### src/rtl/rf_pkg.sv
// Shared definitions for the register-file write-back path.
//   REG_MEM_SIZE / ADDR_W / DATA_W : register file geometry
//   wb_entry_t                     : one pending multi-cycle result
//   is_zero_reg                    : r0 test (r0 is hardwired, never written)
package rf_pkg;

  localparam int REG_MEM_SIZE = 32;
  localparam int ADDR_W       = $clog2(REG_MEM_SIZE);
  localparam int DATA_W       = 32;

  typedef struct packed {
    logic              killed;  // superseded by a younger ALU write
    logic [ADDR_W-1:0] addr;
    logic [DATA_W-1:0] data;
  } wb_entry_t;

  function automatic logic is_zero_reg(input logic [ADDR_W-1:0] a);
    return (a == '0);
  endfunction

endpackage

### src/rtl/rf_wb_arbiter_if.sv
// Result-source bundle feeding the write-back arbiter.
//   a_* : ALU results, no backpressure
//   b_* : multi-cycle unit results, valid/ready handshake
// master = result producers, slave = arbiter.
interface rf_wb_arbiter_if #(
  parameter int ADDR_W = rf_pkg::ADDR_W,
  parameter int DATA_W = rf_pkg::DATA_W
);
  logic              a_valid;
  logic [ADDR_W-1:0] a_addr;
  logic [DATA_W-1:0] a_data;
  logic              b_valid;
  logic              b_ready;
  logic [ADDR_W-1:0] b_addr;
  logic [DATA_W-1:0] b_data;

  modport master (
    output a_valid, a_addr, a_data, b_valid, b_addr, b_data,
    input  b_ready
  );

  modport slave (
    input  a_valid, a_addr, a_data, b_valid, b_addr, b_data,
    output b_ready
  );
endinterface

### src/rtl/rf_wb_arbiter_wb_queue.sv
// wb_queue: circular FIFO of pending multi-cycle results.
//   push/push_ent      : append at tail
//   pop / head         : remove / view oldest entry
//   kill/kill_addr     : mark every entry (incl. one pushed this cycle) with
//                        a matching address as killed
//   cnt                : occupied entries, killed ones included
//   lk_addr/lk_hit/lk_data : NLK youngest-live-match search ports
module wb_queue
  import rf_pkg::*;
#(
  parameter int DEPTH = 4,
  parameter int NLK   = 2
) (
  input  logic                          clk,
  input  logic                          rst_n,
  input  logic                          push,
  input  wb_entry_t                     push_ent,
  input  logic                          pop,
  input  logic                          kill,
  input  logic [ADDR_W-1:0]             kill_addr,
  output wb_entry_t                     head,
  output logic [$clog2(DEPTH):0]        cnt,
  input  logic [NLK-1:0][ADDR_W-1:0]    lk_addr,
  output logic [NLK-1:0]                lk_hit,
  output logic [NLK-1:0][DATA_W-1:0]    lk_data
);

  localparam int PW = $clog2(DEPTH);
  localparam int CW = PW + 1;

  wb_entry_t       mem [DEPTH];
  logic [PW-1:0]   rd_ptr, wr_ptr;

  assign head = mem[rd_ptr];

  always_ff @(posedge clk or negedge rst_n) begin
    if (!rst_n) begin
      rd_ptr <= '0;
      wr_ptr <= '0;
      cnt    <= '0;
      for (int i = 0; i < DEPTH; i++) mem[i] <= '0;
    end else begin
      // Broadcast kill; touching free slots is harmless, they get overwritten.
      for (int i = 0; i < DEPTH; i++)
        if (kill && mem[i].addr == kill_addr) mem[i].killed <= 1'b1;
      if (push) begin
        mem[wr_ptr] <= '{killed: push_ent.killed | (kill && push_ent.addr == kill_addr),
                         addr:   push_ent.addr,
                         data:   push_ent.data};
        wr_ptr <= wr_ptr + PW'(1);
      end
      if (pop) rd_ptr <= rd_ptr + PW'(1);
      case ({push, pop})
        2'b10:   cnt <= cnt + CW'(1);
        2'b01:   cnt <= cnt - CW'(1);
        default: cnt <= cnt;
      endcase
    end
  end

  // Walk occupied slots oldest-first; a later match overrides, so the
  // youngest live entry wins.
  always_comb begin
    lk_hit  = '0;
    lk_data = '0;
    for (int l = 0; l < NLK; l++)
      for (int i = 0; i < DEPTH; i++)
        if (CW'(i) < cnt && !mem[rd_ptr + PW'(i)].killed &&
            mem[rd_ptr + PW'(i)].addr == lk_addr[l]) begin
          lk_hit[l]  = 1'b1;
          lk_data[l] = mem[rd_ptr + PW'(i)].data;
        end
  end

endmodule

### src/rtl/rf_wb_arbiter.sv
// rf_wb_arbiter: owns the single register-file write port.
//   clk, rst_n          : clock, async active-low reset
//   src (slave)         : ALU port A (always accepted) and multi-cycle port B
//                         (valid/ready, queued)
//   RdAddr/RdData/RegWrite : registered RF write, RF samples on negedge
//   rs_/rt_addr -> *_fwd_hit/_fwd_data : combinational bypass of pending writes
//   pending_cnt         : queued port-B entries, killed ones included
// A always wins the write slot; queued B results are older than any A result,
// so an A write kills queued B entries to the same register (WAW).
module rf_wb_arbiter #(
  parameter int DEPTH  = 4,
  parameter int ADDR_W = rf_pkg::ADDR_W,
  parameter int DATA_W = rf_pkg::DATA_W
) (
  input  logic                   clk,
  input  logic                   rst_n,
  rf_wb_arbiter_if.slave         src,
  output logic [ADDR_W-1:0]      RdAddr,
  output logic [DATA_W-1:0]      RdData,
  output logic                   RegWrite,
  input  logic [ADDR_W-1:0]      rs_addr,
  input  logic [ADDR_W-1:0]      rt_addr,
  output logic                   rs_fwd_hit,
  output logic [DATA_W-1:0]      rs_fwd_data,
  output logic                   rt_fwd_hit,
  output logic [DATA_W-1:0]      rt_fwd_data,
  output logic [$clog2(DEPTH):0] pending_cnt
);
  import rf_pkg::*;

  localparam int             NLK  = 2;
  localparam int             CW   = $clog2(DEPTH) + 1;
  localparam logic [CW-1:0]  FULL = CW'(DEPTH);

  logic                       a_act, push, pop, empty;
  wb_entry_t                  head, push_ent;
  logic [CW-1:0]              cnt;
  logic [NLK-1:0][ADDR_W-1:0] lk_addr;
  logic [NLK-1:0]             q_hit, fwd_hit;
  logic [NLK-1:0][DATA_W-1:0] q_data, fwd_data;

  assign a_act       = src.a_valid && !is_zero_reg(src.a_addr);
  assign empty       = (cnt == '0);
  assign src.b_ready = (cnt != FULL);
  // r0 handshakes complete but leave nothing behind
  assign push        = src.b_valid && src.b_ready && !is_zero_reg(src.b_addr);
  assign pop         = !a_act && !empty;
  assign push_ent    = '{killed: 1'b0, addr: src.b_addr, data: src.b_data};
  assign lk_addr     = {rt_addr, rs_addr};
  assign pending_cnt = cnt;

  wb_queue #(.DEPTH(DEPTH), .NLK(NLK)) u_queue (
    .clk       (clk),
    .rst_n     (rst_n),
    .push      (push),
    .push_ent  (push_ent),
    .pop       (pop),
    .kill      (a_act),
    .kill_addr (src.a_addr),
    .head      (head),
    .cnt       (cnt),
    .lk_addr   (lk_addr),
    .lk_hit    (q_hit),
    .lk_data   (q_data)
  );

  // A killed head still consumes the slot, issued as a bubble.
  always_ff @(posedge clk or negedge rst_n) begin
    if (!rst_n) begin
      RegWrite <= 1'b0;
      RdAddr   <= '0;
      RdData   <= '0;
    end else if (a_act) begin
      RegWrite <= 1'b1;
      RdAddr   <= src.a_addr;
      RdData   <= src.a_data;
    end else if (!empty) begin
      RegWrite <= !head.killed;
      RdAddr   <= head.addr;
      RdData   <= head.data;
    end else begin
      RegWrite <= 1'b0;
    end
  end

  // Queue holds the youngest pending values; the output stage covers the
  // half cycle before its negedge RF write lands.
  always_comb begin
    fwd_hit  = '0;
    fwd_data = '0;
    for (int l = 0; l < NLK; l++)
      if (!is_zero_reg(lk_addr[l])) begin
        if (q_hit[l]) begin
          fwd_hit[l]  = 1'b1;
          fwd_data[l] = q_data[l];
        end else if (RegWrite && RdAddr == lk_addr[l]) begin
          fwd_hit[l]  = 1'b1;
          fwd_data[l] = RdData;
        end
      end
  end

  assign rs_fwd_hit  = fwd_hit[0];
  assign rs_fwd_data = fwd_data[0];
  assign rt_fwd_hit  = fwd_hit[1];
  assign rt_fwd_data = fwd_data[1];

endmodule

### src/flat_wrapper.sv
// flat-port wrapper written by rule: the top's interface ports become plain ports
module rf_wb_arbiter_flat import rf_pkg::*;
#(
  parameter int DEPTH  = 4,
  parameter int ADDR_W = rf_pkg::ADDR_W,
  parameter int DATA_W = rf_pkg::DATA_W
)
  (clk, rst_n, RdAddr, RdData, RegWrite, rs_addr, rt_addr, rs_fwd_hit, rs_fwd_data, rt_fwd_hit, rt_fwd_data, pending_cnt, src_a_valid, src_a_addr, src_a_data, src_b_valid, src_b_addr, src_b_data, src_b_ready);
  rf_wb_arbiter_if #(.ADDR_W(ADDR_W), .DATA_W(DATA_W)) src_i ();
  input  logic clk;
  input  logic rst_n;
  output logic [ADDR_W-1:0] RdAddr;
  output logic [DATA_W-1:0] RdData;
  output logic RegWrite;
  input  logic [ADDR_W-1:0] rs_addr;
  input  logic [ADDR_W-1:0] rt_addr;
  output logic rs_fwd_hit;
  output logic [DATA_W-1:0] rs_fwd_data;
  output logic rt_fwd_hit;
  output logic [DATA_W-1:0] rt_fwd_data;
  output logic [$clog2(DEPTH):0] pending_cnt;
  input wire logic [$bits(src_i.a_valid)-1:0] src_a_valid;
  input wire logic [$bits(src_i.a_addr)-1:0] src_a_addr;
  input wire logic [$bits(src_i.a_data)-1:0] src_a_data;
  input wire logic [$bits(src_i.b_valid)-1:0] src_b_valid;
  input wire logic [$bits(src_i.b_addr)-1:0] src_b_addr;
  input wire logic [$bits(src_i.b_data)-1:0] src_b_data;
  output wire logic [$bits(src_i.b_ready)-1:0] src_b_ready;
  assign src_i.a_valid = src_a_valid;
  assign src_i.a_addr = src_a_addr;
  assign src_i.a_data = src_a_data;
  assign src_i.b_valid = src_b_valid;
  assign src_i.b_addr = src_b_addr;
  assign src_i.b_data = src_b_data;
  assign src_b_ready = src_i.b_ready;
  rf_wb_arbiter #(.DEPTH(DEPTH), .ADDR_W(ADDR_W), .DATA_W(DATA_W)) u_core (.clk(clk), .rst_n(rst_n), .src(src_i), .RdAddr(RdAddr), .RdData(RdData), .RegWrite(RegWrite), .rs_addr(rs_addr), .rt_addr(rt_addr), .rs_fwd_hit(rs_fwd_hit), .rs_fwd_data(rs_fwd_data), .rt_fwd_hit(rt_fwd_hit), .rt_fwd_data(rt_fwd_data), .pending_cnt(pending_cnt));
endmodule
### config.mk
export PLATFORM = sky130hd
export DESIGN_NAME = rf_wb_arbiter_flat
export DESIGN_NICKNAME = d
export VERILOG_FILES = /design/src/rtl/rf_pkg.sv /design/src/rtl/rf_wb_arbiter_if.sv /design/src/rtl/rf_wb_arbiter_wb_queue.sv /design/src/rtl/rf_wb_arbiter.sv /design/src/flat_wrapper.sv
export SDC_FILE = /design/constraint.sdc
export NUM_CORES = 1
export LEC_CHECK = 0
export ABC_AREA = 0
export CORE_AREA = 10 10 225 227
export DETAILED_ROUTE_END_ITERATION = 12
export DIE_AREA = 0 0 235 237
export MAX_ROUTING_LAYER = met4
export SYNTH_ARGS = -nofsm -noshare
export SYNTH_HDL_FRONTEND = slang
export SYNTH_SLANG_ARGS = --single-unit
### constraint.sdc
create_clock -name clk -period 4.7 [get_ports clk]
set_input_delay 0.705 -clock clk [delete_from_list [all_inputs] [get_ports clk]]
set_output_delay 0.705 -clock clk [all_outputs]
set_load 0.05 [all_outputs]
==> results by group <==
Final layout
  • Layout area overhead: 22.5%
  • Layout Nets: 1866
  • Non-filler instance count after layout: 2392
  • Share of cells above drive strength 1: 25.1%

CTS
  • Skew-Pair Late Insertion Delay: 470 ps
  • Clock sinks: 197
  • CTS tree: done
  • TritonCTS Buffers: 17
  • H-tree depth: 4
  • CTS clk-pin slew, worst paths: 70 ps
  • Root Driver: clkbuf_16
  • Clk buf depth: 2

Yosys
  • Syn Std Cell Area: 15900 sq um
  • Synth Instances: 1664
  • Post-synthesis sequential area ratio: 31.0%
  • Syn Nets: 1761
  • Syn Area/Cell: 9.56 sq um
  • Warnings, synthesis: 0
  • #FFs+latches synth: 197
  • Synth Flop Type: dfrtp_1
  • Yosys cell types: 53
  • Synth async-reset ratio: 100%
  • EDFF count, synth: 0

Route
  • Detailed router's first-iteration violation count: 1234
  • DR WL/cell: 25.0 um
  • Post-route ant nets: 0
  • Post-Route WL: 59800 um
  • TritonRoute pass-1 iters: 5
  • Via-per-instance ratio: 6.08
  • Via count: 14541
  • # DRC: 0

Floorplanning
  • # rows: 79
  • IO Count: 196
  • Chip Width: 235 um
  • Chip height: 237 um
  • Die area: 55700 sq um
  • Initial Utilization: 34.5%
  • Core Region: 46200 sq um

Placed design
  • Routability Congestion: 0.878
  • Port Buffers: 195
  • DP Wirelength: 39800 um
  • Placed Cells: 2349

Setup path
  • CP Launch Type: flop
  • Crit. End Element: output port
  • Reg2Reg Launch Point: u_core.u_queue.cnt[0]
  • CP required: 3990 ps
  • Critical Path AT: 3870 ps
  • Crit path max fanout: 18
  • R2R cell count: 8
  • Flop2flop setup slack: 1970 ps
  • WS Path Type: reg -> out

GRT
  • First-pass GRT wire length: 91900 um
  • GRT met2 Usage: 33.0%
  • GR Util met1: 27.2%
  • Grt ovf: 0
  • Total GRT Usage: 21.4%
  • GRT Max-Usage Layer: met2
  • Initial antenna violation count: 6
  • Number of global-route vias before repair: 14928
  • GR Layer Usage met3: 4.80%
  • Largest net degree at the start of global routing: 123

Timing
  • Fmax: 219 MHz
  • RSZ-0062 raised after global routing: false
  • Final min period: 4570 ps
  • Final setup viols: 0
  • Slew Limit Fails: 0
  • Final hold vios: 0
  • Worst-Margin Slew: 1050 ps
  • Final period util: 97.3%
  • Slew HR: 30.0%
  • Setup TNS: 0 ps
  • Clock Skew: 9.29 ps

Hold path
  • Hold Path Class: in -> async

Outcome
  • Status: finished, final reports clean

Run
  • Max-Cap Viols: 0
## worst max-delay path, stage by stage (launching register included)
cell and delay [ps]:
dfrtp_4 610, buf_8 230, mux4_2 360, xor2_1 270
nor4_4 80, buf_4 170, buf_4 150, a22oi_2 430
buf_12 240, a31oi_1 100, a211oi_1 520, buf_12 210
## worst max-delay path by stage
stage                                   from               to  slack [ps]  depth (start not counted)
floorplan              u_core.u_queue.cnt[1]  rt_fwd_data[30]         550                          9
global placement                  rs_addr[3]   rs_fwd_data[0]         390                          8
detailed placement                rs_addr[3]  rs_fwd_data[11]         350                          8
CTS                 u_core.u_queue.rd_ptr[0]  rs_fwd_data[11]           7                          8
global route        u_core.u_queue.rd_ptr[1]  rs_fwd_data[15]           6                         12
finish              u_core.u_queue.rd_ptr[1]   rs_fwd_data[9]         130                         11
## per-stage QoR
step                      hold WS [ps]  util, %  area (sq um)  setup WS (ps)
after floorplan                    409        -         15900            553
after global placement             505     40.7         18800            391
after detailed placement           516     40.7         18800            347
after CTS                          441     42.0         19400           7.30
after global routing               472     42.2         19500           5.84
final                              387     42.2         19500            126
## cell type report
class	instances	area [sq um]
Fill cell	4430	26700
Multi-Input combinational cell	1246	10200
Sequential cell	197	4940
Timing Repair Buffer	269	2910
Tap cell	607	759
Clock buffer	20	457
Inverter	38	150
Clock inverter	9	105
Antenna cell	6	15.0
## synth_stat cells (all sizes together), types with 24 or more instances
| library cell | count | area [sq um] |
|---|---|---|
| dfrtp | 197 | 4930 |
| mux2i | 195 | 1950 |
| mux2 | 181 | 2040 |
| clkbuf | 114 | 428 |
| nor2 | 107 | 402 |
| nand3 | 101 | 505 |
| a21oi | 80 | 400 |
| buf | 69 | 414 |
| and3 | 64 | 400 |
| a2111oi | 61 | 534 |
| nand2 | 48 | 180 |
| xnor2 | 48 | 420 |
| o21ai | 46 | 230 |
| inv | 38 | 143 |
| a211oi | 36 | 370 |
| nand4 | 35 | 219 |
| xor2 | 35 | 307 |
| a31oi | 32 | 206 |
| o211ai | 32 | 300 |
| o311ai | 31 | 272 |
| o31ai | 31 | 233 |
| mux4 | 24 | 541 |
## repair_timing
| action | CTS | global route |
|---|---|---|
| pin swaps | 0 | 2 |
| hold buffers | 0 | 0 |
| setup endpoints to repair | 2 | 35 |
| setup buffers | 1 | 7 |
| gates resized for setup | 0 | 9 |
## cell families (layout without fill, tap and decap cells)
group | after synthesis | in the layout | share of synthesized area, %
AO/OA/AOI/OAI | 362 | 362 | 16.8
XOR/XNOR | 83 | 83 | 4.57
adder cells (fa/ha/maj) | 9 | 9 | 0.708
buffers and inverters | 221 | 336 | 6.19
flip-flops | 197 | 197 | 31.0
multiplexers | 400 | 400 | 28.5
other | 0 | 6 | 0
AND/OR/NAND/NOR | 392 | 392 | 12.3
## placed cells by master, fill, tap and decap left out, types with 3 or more instances in the layout
cell type	netlist	final
nand3_1	101	101
mux2_2	180	180
o211ai_1	20	20
buf_12	0	44
xnor2_1	48	48
ha_1	9	9
o31ai_1	31	31
nand2_2	0	7
and3_1	64	64
clkbuf_16	0	17
and2_1	7	3
o21ai_0	42	42
and2_2	0	4
a211oi_1	16	12
o211ai_2	12	12
xor2_1	35	35
clkdlybuf4s50_1	0	128
a31oi_1	31	31
nand4_1	35	35
o311ai_1	31	31
dfrtp_1	197	195
nor2b_1	4	4
clkbuf_8	0	3
a211oi_2	20	24
inv_1	36	36
nor4_1	7	7
nand2_1	48	40
buf_4	6	94
diode_2	0	6
nor3_1	8	7
a21oi_1	80	78
mux4_2	24	24
clkinv_2	0	4
mux2i_1	195	194
nor2_1	107	105
a2111oi_0	61	60
## metal layers
| metal | vias up | routed length (um) | share of wire, % |
|---|---|---|---|
| met5 | - | 0 | 0 |
| met4 | 0 | 1430 | 2.4 |
| met3 | 119 | 4350 | 7.3 |
| met2 | 674 | 27600 | 46 |
| met1 | 7259 | 26400 | 44 |
| li1 | 6489 | - | - |
Power is left out: the tool's default activity adds up to more than one toggle a clock period on the data nets, which glitch-free logic cannot reach.
